File: src/rtl/alu_pkg.sv
// alu_pkg: ALU control codes, ALUOp/funct encodings and the decoded-op record
// shared by the issue stage, the ALU and their benches.
package alu_pkg;
    localparam logic [3:0] ALU_AND  = 4'b0000;
    localparam logic [3:0] ALU_OR   = 4'b0001;
    localparam logic [3:0] ALU_ADD  = 4'b0010;
    localparam logic [3:0] ALU_SUB  = 4'b0110;
    localparam logic [3:0] ALU_SLT  = 4'b0111;
    localparam logic [3:0] ALU_NOR  = 4'b1100;
    localparam logic [3:0] ALU_NAND = 4'b1101;

    typedef enum logic [1:0] {
        ALUOP_MEM    = 2'b00,
        ALUOP_BRANCH = 2'b01,
        ALUOP_RTYPE  = 2'b10,
        ALUOP_RSVD   = 2'b11
    } aluop_e;

    localparam logic [5:0] FN_ADD  = 6'b100000;
    localparam logic [5:0] FN_SUB  = 6'b100010;
    localparam logic [5:0] FN_AND  = 6'b100100;
    localparam logic [5:0] FN_OR   = 6'b100101;
    localparam logic [5:0] FN_NAND = 6'b100110;
    localparam logic [5:0] FN_NOR  = 6'b100111;
    localparam logic [5:0] FN_SLT  = 6'b101010;

    typedef struct packed {
        logic [3:0] ctrl;
        logic       cin;
        logic       bin;
        logic       illegal;
    } dec_t;
endpackage

File: src/rtl/alu_ctrl_decode.sv
// alu_ctrl_decode: combinational ALUOp/funct to ALU control, carry-in,
// invert-B and illegal flag.
module alu_ctrl_decode
    import alu_pkg::*;
(
    input  logic [1:0] aluop,
    input  logic [5:0] funct,
    output dec_t       dec
);
    always_comb begin
        dec = '{ctrl: ALU_AND, cin: 1'b0, bin: 1'b0, illegal: 1'b0};
        case (aluop)
            ALUOP_MEM:    dec.ctrl = ALU_ADD;
            ALUOP_BRANCH: dec.ctrl = ALU_SUB;
            ALUOP_RTYPE: begin
                case (funct)
                    FN_ADD:  dec.ctrl = ALU_ADD;
                    FN_SUB:  dec.ctrl = ALU_SUB;
                    FN_AND:  dec.ctrl = ALU_AND;
                    FN_OR:   dec.ctrl = ALU_OR;
                    FN_NOR:  dec.ctrl = ALU_NOR;
                    FN_NAND: dec.ctrl = ALU_NAND;
                    FN_SLT:  dec.ctrl = ALU_SLT;
                    default: dec.illegal = 1'b1;
                endcase
            end
            default: dec.illegal = 1'b1;
        endcase
        // subtraction and set-less-than both compute A + ~B + 1
        dec.cin = (dec.ctrl == ALU_SUB) || (dec.ctrl == ALU_SLT);
        dec.bin = dec.cin;
    end
endmodule

File: src/rtl/alu_issue_stage.sv
// alu_issue_stage: decodes ALU ops and presents them through a registered
// output slot backed by one skid entry, with a saturating illegal-op counter.
module alu_issue_stage
    import alu_pkg::*;
#(
    parameter int WIDTH = 32,
    parameter int CNT_W = 8
) (
    input  logic             clk,
    input  logic             rst,
    input  logic             flush,
    input  logic             in_valid,
    output logic             in_ready,
    input  logic [1:0]       in_aluop,
    input  logic [5:0]       in_funct,
    input  logic [WIDTH-1:0] in_src1,
    input  logic [WIDTH-1:0] in_src2,
    output logic             out_valid,
    input  logic             out_ready,
    output logic [3:0]       ALU_control,
    output logic [WIDTH-1:0] src1,
    output logic [WIDTH-1:0] src2,
    output logic             cin,
    output logic             bin,
    output logic             illegal,
    output logic [CNT_W-1:0] illegal_cnt
);
    dec_t             in_dec;
    logic             acc, load_out;
    logic             out_valid_q, out_valid_d, skid_valid_q, skid_valid_d;
    logic             in_ready_q, in_ready_d;
    dec_t             out_dec_q, out_dec_d, skid_dec_q, skid_dec_d;
    logic [WIDTH-1:0] out_a_q, out_a_d, out_b_q, out_b_d;
    logic [WIDTH-1:0] skid_a_q, skid_a_d, skid_b_q, skid_b_d;
    logic [CNT_W-1:0] cnt_q, cnt_d;

    alu_ctrl_decode u_dec (.aluop(in_aluop), .funct(in_funct), .dec(in_dec));

    always_comb begin
        out_valid_d  = out_valid_q;
        out_dec_d    = out_dec_q;
        out_a_d      = out_a_q;
        out_b_d      = out_b_q;
        skid_valid_d = skid_valid_q;
        skid_dec_d   = skid_dec_q;
        skid_a_d     = skid_a_q;
        skid_b_d     = skid_b_q;
        cnt_d        = cnt_q;
        acc          = in_valid && in_ready_q;
        load_out     = !out_valid_q || out_ready;
        if (flush) begin
            out_valid_d  = 1'b0;
            skid_valid_d = 1'b0;
        end else begin
            // in_ready is low whenever skid holds an op, so skid and input never compete
            if (load_out) begin
                if (skid_valid_q) begin
                    out_valid_d  = 1'b1;
                    out_dec_d    = skid_dec_q;
                    out_a_d      = skid_a_q;
                    out_b_d      = skid_b_q;
                    skid_valid_d = 1'b0;
                end else begin
                    out_valid_d = acc;
                    out_dec_d   = acc ? in_dec : out_dec_q;
                    out_a_d     = acc ? in_src1 : out_a_q;
                    out_b_d     = acc ? in_src2 : out_b_q;
                end
            end else if (acc) begin
                skid_valid_d = 1'b1;
                skid_dec_d   = in_dec;
                skid_a_d     = in_src1;
                skid_b_d     = in_src2;
            end
            if (acc && in_dec.illegal && cnt_q != {CNT_W{1'b1}})
                cnt_d = cnt_q + CNT_W'(1);
        end
        in_ready_d = !skid_valid_d;
    end

    always_ff @(posedge clk) begin
        if (rst) begin
            out_valid_q  <= 1'b0;
            out_dec_q    <= '0;
            out_a_q      <= '0;
            out_b_q      <= '0;
            skid_valid_q <= 1'b0;
            skid_dec_q   <= '0;
            skid_a_q     <= '0;
            skid_b_q     <= '0;
            in_ready_q   <= 1'b1;
            cnt_q        <= '0;
        end else begin
            out_valid_q  <= out_valid_d;
            out_dec_q    <= out_dec_d;
            out_a_q      <= out_a_d;
            out_b_q      <= out_b_d;
            skid_valid_q <= skid_valid_d;
            skid_dec_q   <= skid_dec_d;
            skid_a_q     <= skid_a_d;
            skid_b_q     <= skid_b_d;
            in_ready_q   <= in_ready_d;
            cnt_q        <= cnt_d;
        end
    end

    assign in_ready    = in_ready_q;
    assign out_valid   = out_valid_q;
    assign ALU_control = out_dec_q.ctrl;
    assign cin         = out_dec_q.cin;
    assign bin         = out_dec_q.bin;
    assign illegal     = out_dec_q.illegal;
    assign src1        = out_a_q;
    assign src2        = out_b_q;
    assign illegal_cnt = cnt_q;
endmodule

File: config.mk
export PLATFORM = sky130hd
export DESIGN_NAME = alu_issue_stage
export DESIGN_NICKNAME = d
export VERILOG_FILES = /design/src/rtl/alu_pkg.sv /design/src/rtl/alu_ctrl_decode.sv /design/src/rtl/alu_issue_stage.sv
export SDC_FILE = /design/constraint.sdc
export NUM_CORES = 1
export LEC_CHECK = 0
export BUFFER_PORTS_ARGS = -buffer_cell sky130_fd_sc_hd__buf_2
export CAP_MARGIN = 20
export CORE_UTILIZATION = 40
export DETAILED_ROUTE_END_ITERATION = 7
export GPL_ROUTABILITY_DRIVEN = 0
export GPL_TIMING_DRIVEN = 0
export PLACE_DENSITY = 0.73
export SLEW_MARGIN = 20
export SYNTH_ARGS = -nofsm -noshare
export SYNTH_HDL_FRONTEND = slang
export SYNTH_SLANG_ARGS = --single-unit
File: constraint.sdc
create_clock -name clk -period 1.7 [get_ports clk]
set_input_delay 0.085 -clock clk [delete_from_list [all_inputs] [get_ports clk]]
set_output_delay 0.085 -clock clk [all_outputs]
set_load 0.01 [all_outputs]
# Yosys cells after proc, flatten, opt, wreduce, memory -nomap -nowiden
# Cells that the tools add are included.
# op_classes
n_addsub	1
n_eq_ne	12
n_mux	14
bitwise_logic	2
n_reduce_logical	15
# ops
cell	n
32-bit two-way mux	4
6-bit == test (second input constant)	7
4-bit case mux with 6 select lines	1
7-bit two-way mux	2
4-bit case mux with 3 select lines	1
8-bit by 1-bit adder with 8-bit output (second input constant)	1
4-bit by 3-bit == test with 1-bit output (second input constant)	2
8-bit inequality test (second input constant)	1
7-bit OR reduction	1
3-bit AND reduction	2
1-bit two-way mux	5
2-bit OR reduction	2
1-bit logical AND	3
2-bit by 1-bit == test with 1-bit output (second input constant)	1
2-bit == test (second input constant)	1
1-bit logical NOT	2
2-bit logical NOT	1
1-bit logical OR	2
1-bit inverter	2
1-bit case mux with 2 select lines	1
2-bit AND reduction	1
2-bit nonzero test	1
# totals
regBits	152
output_inout_bits	81
elab_cells	59

# Depth between registers and ports, before layout
# Gate-level depths: netlist (run 1).
# depth
word_depth	7
mapped_depth	8
ltp_nobuf	5

# Modules after synthesis
# A second synthesis (run 1) with hierarchy kept.
# hier_totals
hier_cells	696
hier_area_um2	6132.1
# modules_own_cells
module	instances	cells_per_inst	area_per_inst_um2	seq_area_each_um2
alu_issue_stage	1	675	5985.7	3062.9
alu_ctrl_decode	1	21	146.4	0.0

# Worst setup path before layout (run 1)
# Ideal clock, no wire load.
# synth_timing
path_type	register -> register
from	register cnt_q[0], in the netlist illegal_cnt[0]
to	register cnt_q[7], in the netlist illegal_cnt[7]
arrival_time_ps	1435
path_slack_ps	141
stages_incl_launch_ff	6
n_path_buf	0
cell_sequence	dfxtp_1 ha_1 nand3_1 o211ai_1 nor4_1 mux2_1
# synth_via
elab_chain_len	3
word_cells_on_any_way	4
classes_between	add/sub (1); eq/ne (1); reduce/logical (2)
# synth_lines
item	line_no	text
start, declared	alu_issue_stage.sv:35	logic [CNT_W-1:0] cnt_q, cnt_d;
start signal, assigned	alu_issue_stage.sv:103	cnt_q <= cnt_d;
branches (longest 3 deep; another with 8-bit by 1-bit adder with 8-bit output)	--	
# Several ways; the timed one is not identified.
# A chain may end at the register's enable or synchronous reset.

# Final worst setup path (run 1)
# layout_timing
from	register cnt_q[1], in the netlist illegal_cnt[1]
to	register cnt_q[7], in the netlist illegal_cnt[7]
# Same word-level chain as after synthesis.

==> run metrics, run 1 <==
number of global-route vias before repair=between 5000 and 6000; syn_area_per_cell=roughly 8.8 µm²; Final period util=0.9430; DRT met1 WL=7460 µm; max-cap violations=0; R2R setup slack=roughly 0.097 ns; Root Buffer=clkbuf_16; synthesized instance count=about 700; f_max=0.6238 GHz; Tmin final=between 1.5 and 2 ns; die area=approximately 0.016 mm²; share of post-route cells with drive strength above 1=0.2450; Worst slew margin=0.5896; synthesized flop and latch total=151; initial DRC count=310; commonest non-fill, non-tap cells in the layout=buf_2, dfxtp_1, nand2_1, a21oi_1, nor2_1; num rows=45; Die W=126.4 µm; CP top delay family=flip-flops; CTS tree=done; Clock Pin Slew Worst Setup and Hold Paths=about 0.06 ns; fin nets=between 1000 and 1500; H-Tree Depth=4; Synth async-reset ratio=0; CP max stage cell=dfxtp_1; initial antenna violation count=0; CTS sink cnt=between 150 and 200; global-route wire length before repair=approximately 28000 µm; DR pass1 iterations=6; worst min-delay path class=primary input to register; vias=slightly below 6000; ANT cells=0; die extent in y=approximately 130 µm; post-DP HPWL=11400 µm; GRT Util Overall=0.2209; max incr delay on CP=roughly 0.38 ns; CP required=about 2 ns; metal3 WL=~760 µm; final wirelength=17360 µm; Avg WL per Cell=~15 µm; CP Buf/Inv Count=0; Power Density=987.2 mW/mm²; Max Root-Sink Buffers=2; Setup violations, final=0; commonest non-fill, non-tap cell in the layout=buf_2; metal2 WL=~8500 µm; clock skew=0.004097 ns; placed insts=around 1000; initial core utilization=0.4086; min setup slack post-route=0.09696 ns; Max FO, Critical Path=4; Area after DPL=just over 0.007 mm²; critical path class=register to register; Slew @ Worst Pin=approximately 0.62 ns; setup slack at placement=-0.4044 ns; uppermost layer routed=met4; GR Overflow Total=0; Critical Path Source Type=register; outcome=completed; worst hold margin=around 0.044 ns; Yosys Warn Count=0; clock latency on the worst-skew pair=between 0.4 and 0.5 ns; CTS buffer count=17; antenna-violating nets left=0; Area growth syn-to-layout=37.79%; Setup Total Neg Slack=0 ns; number of flops mapped to enable cells by yosys=0; sequential share of the synthesized area=0.4885; crit path DAT=~1.9 ns; Setup crit end kind=register; Mapped Nets=between 700 and 800; worst vdd ir=between 600 and 700 µV; Pins Over Slew Limit=0; Finished Layout Cells=approximately 1100; Finished Cell Area=~0.0085 mm²; DRC=0; I/O pin cnt=around 160; Top FF cell, synth=dfxtp_1; core area=0.01515 mm²; port bufs=between 150 and 200; crit-path cells=ha_2 -> nand3_2 -> o211ai_1 -> nor4_1 -> mux2_1; Hold Fails Final Rpt=0; mapped cell area=about 0.0062 mm²; Distinct cells, synth=45; leakage power=around 3.3 nW; largest net degree at the start of global routing=17; via/cell ratio=a little over 5
repair_timing:
item,CTS,global route
pin swaps,1,3
buffers inserted,2,1
setup endpoints to repair,72,115
gates cloned,0,0
endpoints found under the hold margin,66,0
hold buffers,66,0
resized for setup,6,14
Yosys cell counts (2+ instances only):
library cell,count,share of area
dfxtp_1,151,0.49
nand2_1,140,0.085
a21oi_1,77,0.062
nor2_1,76,0.046
a211oi_1,68,0.082
mux2i_1,65,0.11
clkbuf_1,25,0.015
buf_2,24,0.019
nand2b_1,8,0.0081
buf_4,6,0.0073
nor3_1,6,0.0049
inv_1,5,0.0030
or4_1,5,0.0061
nor2b_1,4,0.0040
nand3_1,3,0.0024
o31ai_1,3,0.0036
or3_1,3,0.0030
buf_1,2,0.0012
mux2_1,2,0.0036
nand4_1,2,0.0020
nand4b_1,2,0.0028
nor4_1,2,0.0020
o211ai_1,2,0.0024
o311ai_1,2,0.0028
final cells by class:
class                   instances  area (µm²)
plain buffers                  57       306.5
clock buffers                  22       464.2
clock inverters                 9       125.1
fillers                      1325        6619
inverters                       5       18.77
multi-input cells             490        2890
flip-flops and latches        151        3023
well taps                     188       235.2
repair buffers                225        1464
power breakdown:
group          internal (W)  total (W)  switching (W)
clock network       0.00237    0.00379        0.00142
registers           0.00367    0.00374      0.0000669
logic              0.000414   0.000890       0.000476
total               0.00645    0.00842        0.00197
routing by layer:
layer / global-route usage / vias to the layer above
met4: 0.1191 / 0
met3: 0.04344 / 53
met5: 0 / -
met2: 0.3780 / 185
met1: 0.2616 / 2738
li1: - / 2931
worst min-delay path, stage by stage:
cell	delay, ns
buf_2	0.17
nand4_1	0.09
a21oi_1	0.06
worst paths after layout:
kind / cells after the start / startpoint / endpoint
min reg2reg: 2 / skid_b_q[0] / skid_b_q[0]
min: 3 / in_aluop[1] / skid_dec_q[3]
max: 5 / illegal_cnt[1] / illegal_cnt[7]
max reg2reg: 5 / illegal_cnt[1] / illegal_cnt[7]
sequential cells by signal, indices dropped and copies added, names as in the netlist, 4 cells and up:
name and flops:
ALU_control 4, skid_b_q 32, src1 32, src2 32, skid_dec_q 6, illegal_cnt 8, skid_a_q 32
metrics by stage:
stage | util | power [W]
after global routing | 0.5630 | 0.008723
after global placement | 0.4757 | 0.004552
after detailed placement | 0.4757 | 0.004563
after CTS | 0.5603 | 0.008467
final | 0.5630 | 0.008418
after floorplan | - | 0.004215
cells by family (layout without fill, tap and decap cells):
kind of cell    Yosys count  count (layout)  synth area share
simple gates            261             261            0.1810
compound gates          159             159            0.1680
flops                   151             151            0.4885
mux                      68              68            0.1112
buf+inv                  63             318           0.04792
fa+ha+maj                 1               1          0.002022
xor+xnor                  1               1          0.001416
Note: power is estimated with default switching activity, not from simulation.
==> run 2, diff against run 1 <==
--- a/config.mk
+++ b/config.mk
@@ -8,10 +8,11 @@
 export BUFFER_PORTS_ARGS = -buffer_cell sky130_fd_sc_hd__buf_2
 export CAP_MARGIN = 20
 export CORE_UTILIZATION = 40
+export CTS_BUF_LIST = sky130_fd_sc_hd__clkbuf_16
 export DETAILED_ROUTE_END_ITERATION = 7
 export GPL_ROUTABILITY_DRIVEN = 0
 export GPL_TIMING_DRIVEN = 0
-export PLACE_DENSITY = 0.73
+export PLACE_DENSITY = 0.75
 export SLEW_MARGIN = 20
 export SYNTH_ARGS = -nofsm -noshare
 export SYNTH_HDL_FRONTEND = slang
==> constraint.sdc (replaced) <==
create_clock -name clk -period 1.3 [get_ports clk]
set_input_delay 0.065 -clock clk [delete_from_list [all_inputs] [get_ports clk]]
set_output_delay 0.065 -clock clk [all_outputs]
set_load 0.01 [all_outputs]
==> run metrics, run 2 (synthesis gave the netlist of run 1 again) <==
Setup Total Neg Slack=-23.43 ns (-23.43 ns); worst r2r src=in_ready; failing checks=negative setup slack; commonest non-fill, non-tap cell in the layout=buf_2; post-DP HPWL=11530 µm (+1.1%); clock skew=0.007197 ns (+0.003101 ns); Combinational Power Share=0.155 (+0.049); max incr delay on CP=0.36 ns (-0.02 ns); H-Tree Depth=4 (unchanged); Slew @ Worst Pin=0.7585 ns (+0.1428 ns); initial antenna violation count=1 (+1); Power Density=1093 mW/mm² (+11%); R2R depth=8 (+3); Avg WL per Cell=18.59 µm (+23%); RSZ-0062 raised after global routing=true; number of global-route vias before repair=6356 (+12%); via/cell ratio=5.493 (+6.7%); Pins Over Slew Limit=0 (unchanged); worst vdd ir=994.7 µV (+46%); CP top delay family=buffers and inverters; commonest non-fill, non-tap cells in the layout=buf_2, dfxtp_1, nand2_1, dlygate4sd3_1, a211oi_2; critical path class=register to register; largest net degree at the start of global routing=17 (unchanged); DR pass1 iterations=5 (-1); die extent in y=126.4 µm (unchanged); core area=0.01515 mm² (unchanged); critical path depth in cells=8 (+3); final wirelength=21970 µm (+27%); Hold Fails Final Rpt=0 (unchanged); port bufs=156 (unchanged); Psw=0.002849 W (+45%); Clock Pin Slew Worst Setup and Hold Paths=0.06 ns (about the same); CTS tree=done; initial core utilization=0.4086 (unchanged); worst min-delay path class=primary input to register; antenna-violating nets left=0 (unchanged); CP max stage cell=dfxtp_4; Final period util=1.227 (+0.2844); Max Root-Sink Buffers=2 (unchanged); CP Buf/Inv Count=4 (+4); global-route wire length before repair=31460 µm (+14%); Max FO, Critical Path=7 (+3); Tmin final=1.596 ns (-0.007495 ns); max-cap violations=0 (unchanged); I/O pin cnt=158 (unchanged); fin nets=1060 (+3.4%); Die W=126.4 µm (unchanged); GR Overflow Total=0 (unchanged); Area growth syn-to-layout=62.64%; Worst slew margin=0.4943 (-0.09523); Setup violations, final=146 (+146); GRT Util Overall=0.2538 (+0.03290); CP startpoint=in_ready; clock latency on the worst-skew pair=0.43 ns (about the same); vias=6493 (+9.9%); Clock power frac=0.398 (-0.052); share of post-route cells with drive strength above 1=0.4335 (+0.1884); CTS sink cnt=151 (unchanged); Pint=0.008155 W (+26%); Root Buffer=clkbuf_16; outcome=finished, violations left; num rows=45 (unchanged); leakage power=3.852 nW (+16%); DRC=0 (unchanged); crit path DAT=1.93 ns (+0.02 ns); Util after Layout=0.6645 (+0.1015); CP required=1.64 ns (-0.37 ns); Critical Path Source Type=register; die area=0.01597 mm² (unchanged); hold_sp=in_funct[4]; CTS buffer count=17 (unchanged); Hold Crit Depth=4 (+1); f_max=0.6267 GHz (+0.47%); sequential power share=0.447 (+0.003); initial DRC count=367 (+18%); crit-path cells=and3b_1 -> buf_6 -> and2_1 -> buf_6 -> buf_12 -> clkbuf_16 -> nand2_2 -> a21oi_1; switching share of power=0.2589 (+0.02525); most used cell, CP=buf_6; Setup crit end kind=register; setup slack at placement=-0.7584 ns (-0.3541 ns); min setup slack post-route=-0.2955 ns (-0.3925 ns); Pwr Total=0.01100 W (+31%)
[run 2: what timing repair did]
action / 4_1_cts / 5_1_grt
gates resized for setup: 157 / 141
hold endpoints to repair: 77 / 0
pin swaps: 13 / 43
setup endpoints to repair: 145 / 148
hold buffers: 67 / 0
setup buffers: 19 / 9
cloned: 12 / 5
[run 2: stage by stage]
stage,area [µm²],hold slack [ns],std cells
5_1_grt,10060,0.04373,1181
3_3_place_gp,7303,0.2964,1048
2_1_floorplan,6287,0.1435,704
6_report,10060,0.03358,1182
3_5_place_dp,7303,0.2991,1048
4_1_cts,9535,0.01220,1175
[run 2: routing by layer]
metal | up-vias | track usage | wire, µm
met4 | 0 | 0.1148 | 949
li1 | 3014 | - | -
met1 | 3130 | 0.3021 | 8967
met3 | 75 | 0.05694 | 1105
met5 | - | 0 | 0
met2 | 274 | 0.4368 | 10950
[run 2: worst paths after layout]
kind                        end  slack [ns]
setup reg to reg    skid_a_q[8]       -0.30
setup / recovery    skid_a_q[8]       -0.30
hold reg to reg    skid_b_q[21]        0.45
hold / removal    skid_dec_q[3]        0.03
[run 2: layout make-up]
class	instances	area, µm²
Antenna cell	2	5.005
Buffer	55	560.5
Clock buffer	17	425.4
Clock inverter	12	76.32
Fill cell	1087	5081
Inverter	5	18.77
Multi-Input combinational cell	490	3627
Sequential cell	151	3040
Tap cell	188	235.2
Timing Repair Buffer	262	2076
[run 2: power by group through the flow]
stage	combinational, W	sequential, W	clock (W)
floorplan	0.000483	0.00505	0
global placement	0.000996	0.00498	0
detailed placement	0.00101	0.00499	0
CTS	0.00152	0.00489	0.00438
global route	0.00182	0.00493	0.00460
finish	0.00171	0.00492	0.00437
[run 2: worst min-delay path, delay by kind of cell]
family	cells	cell delay, ns
compound gates	1	0.05
simple gates	2	0.20
buf+inv	1	0.09
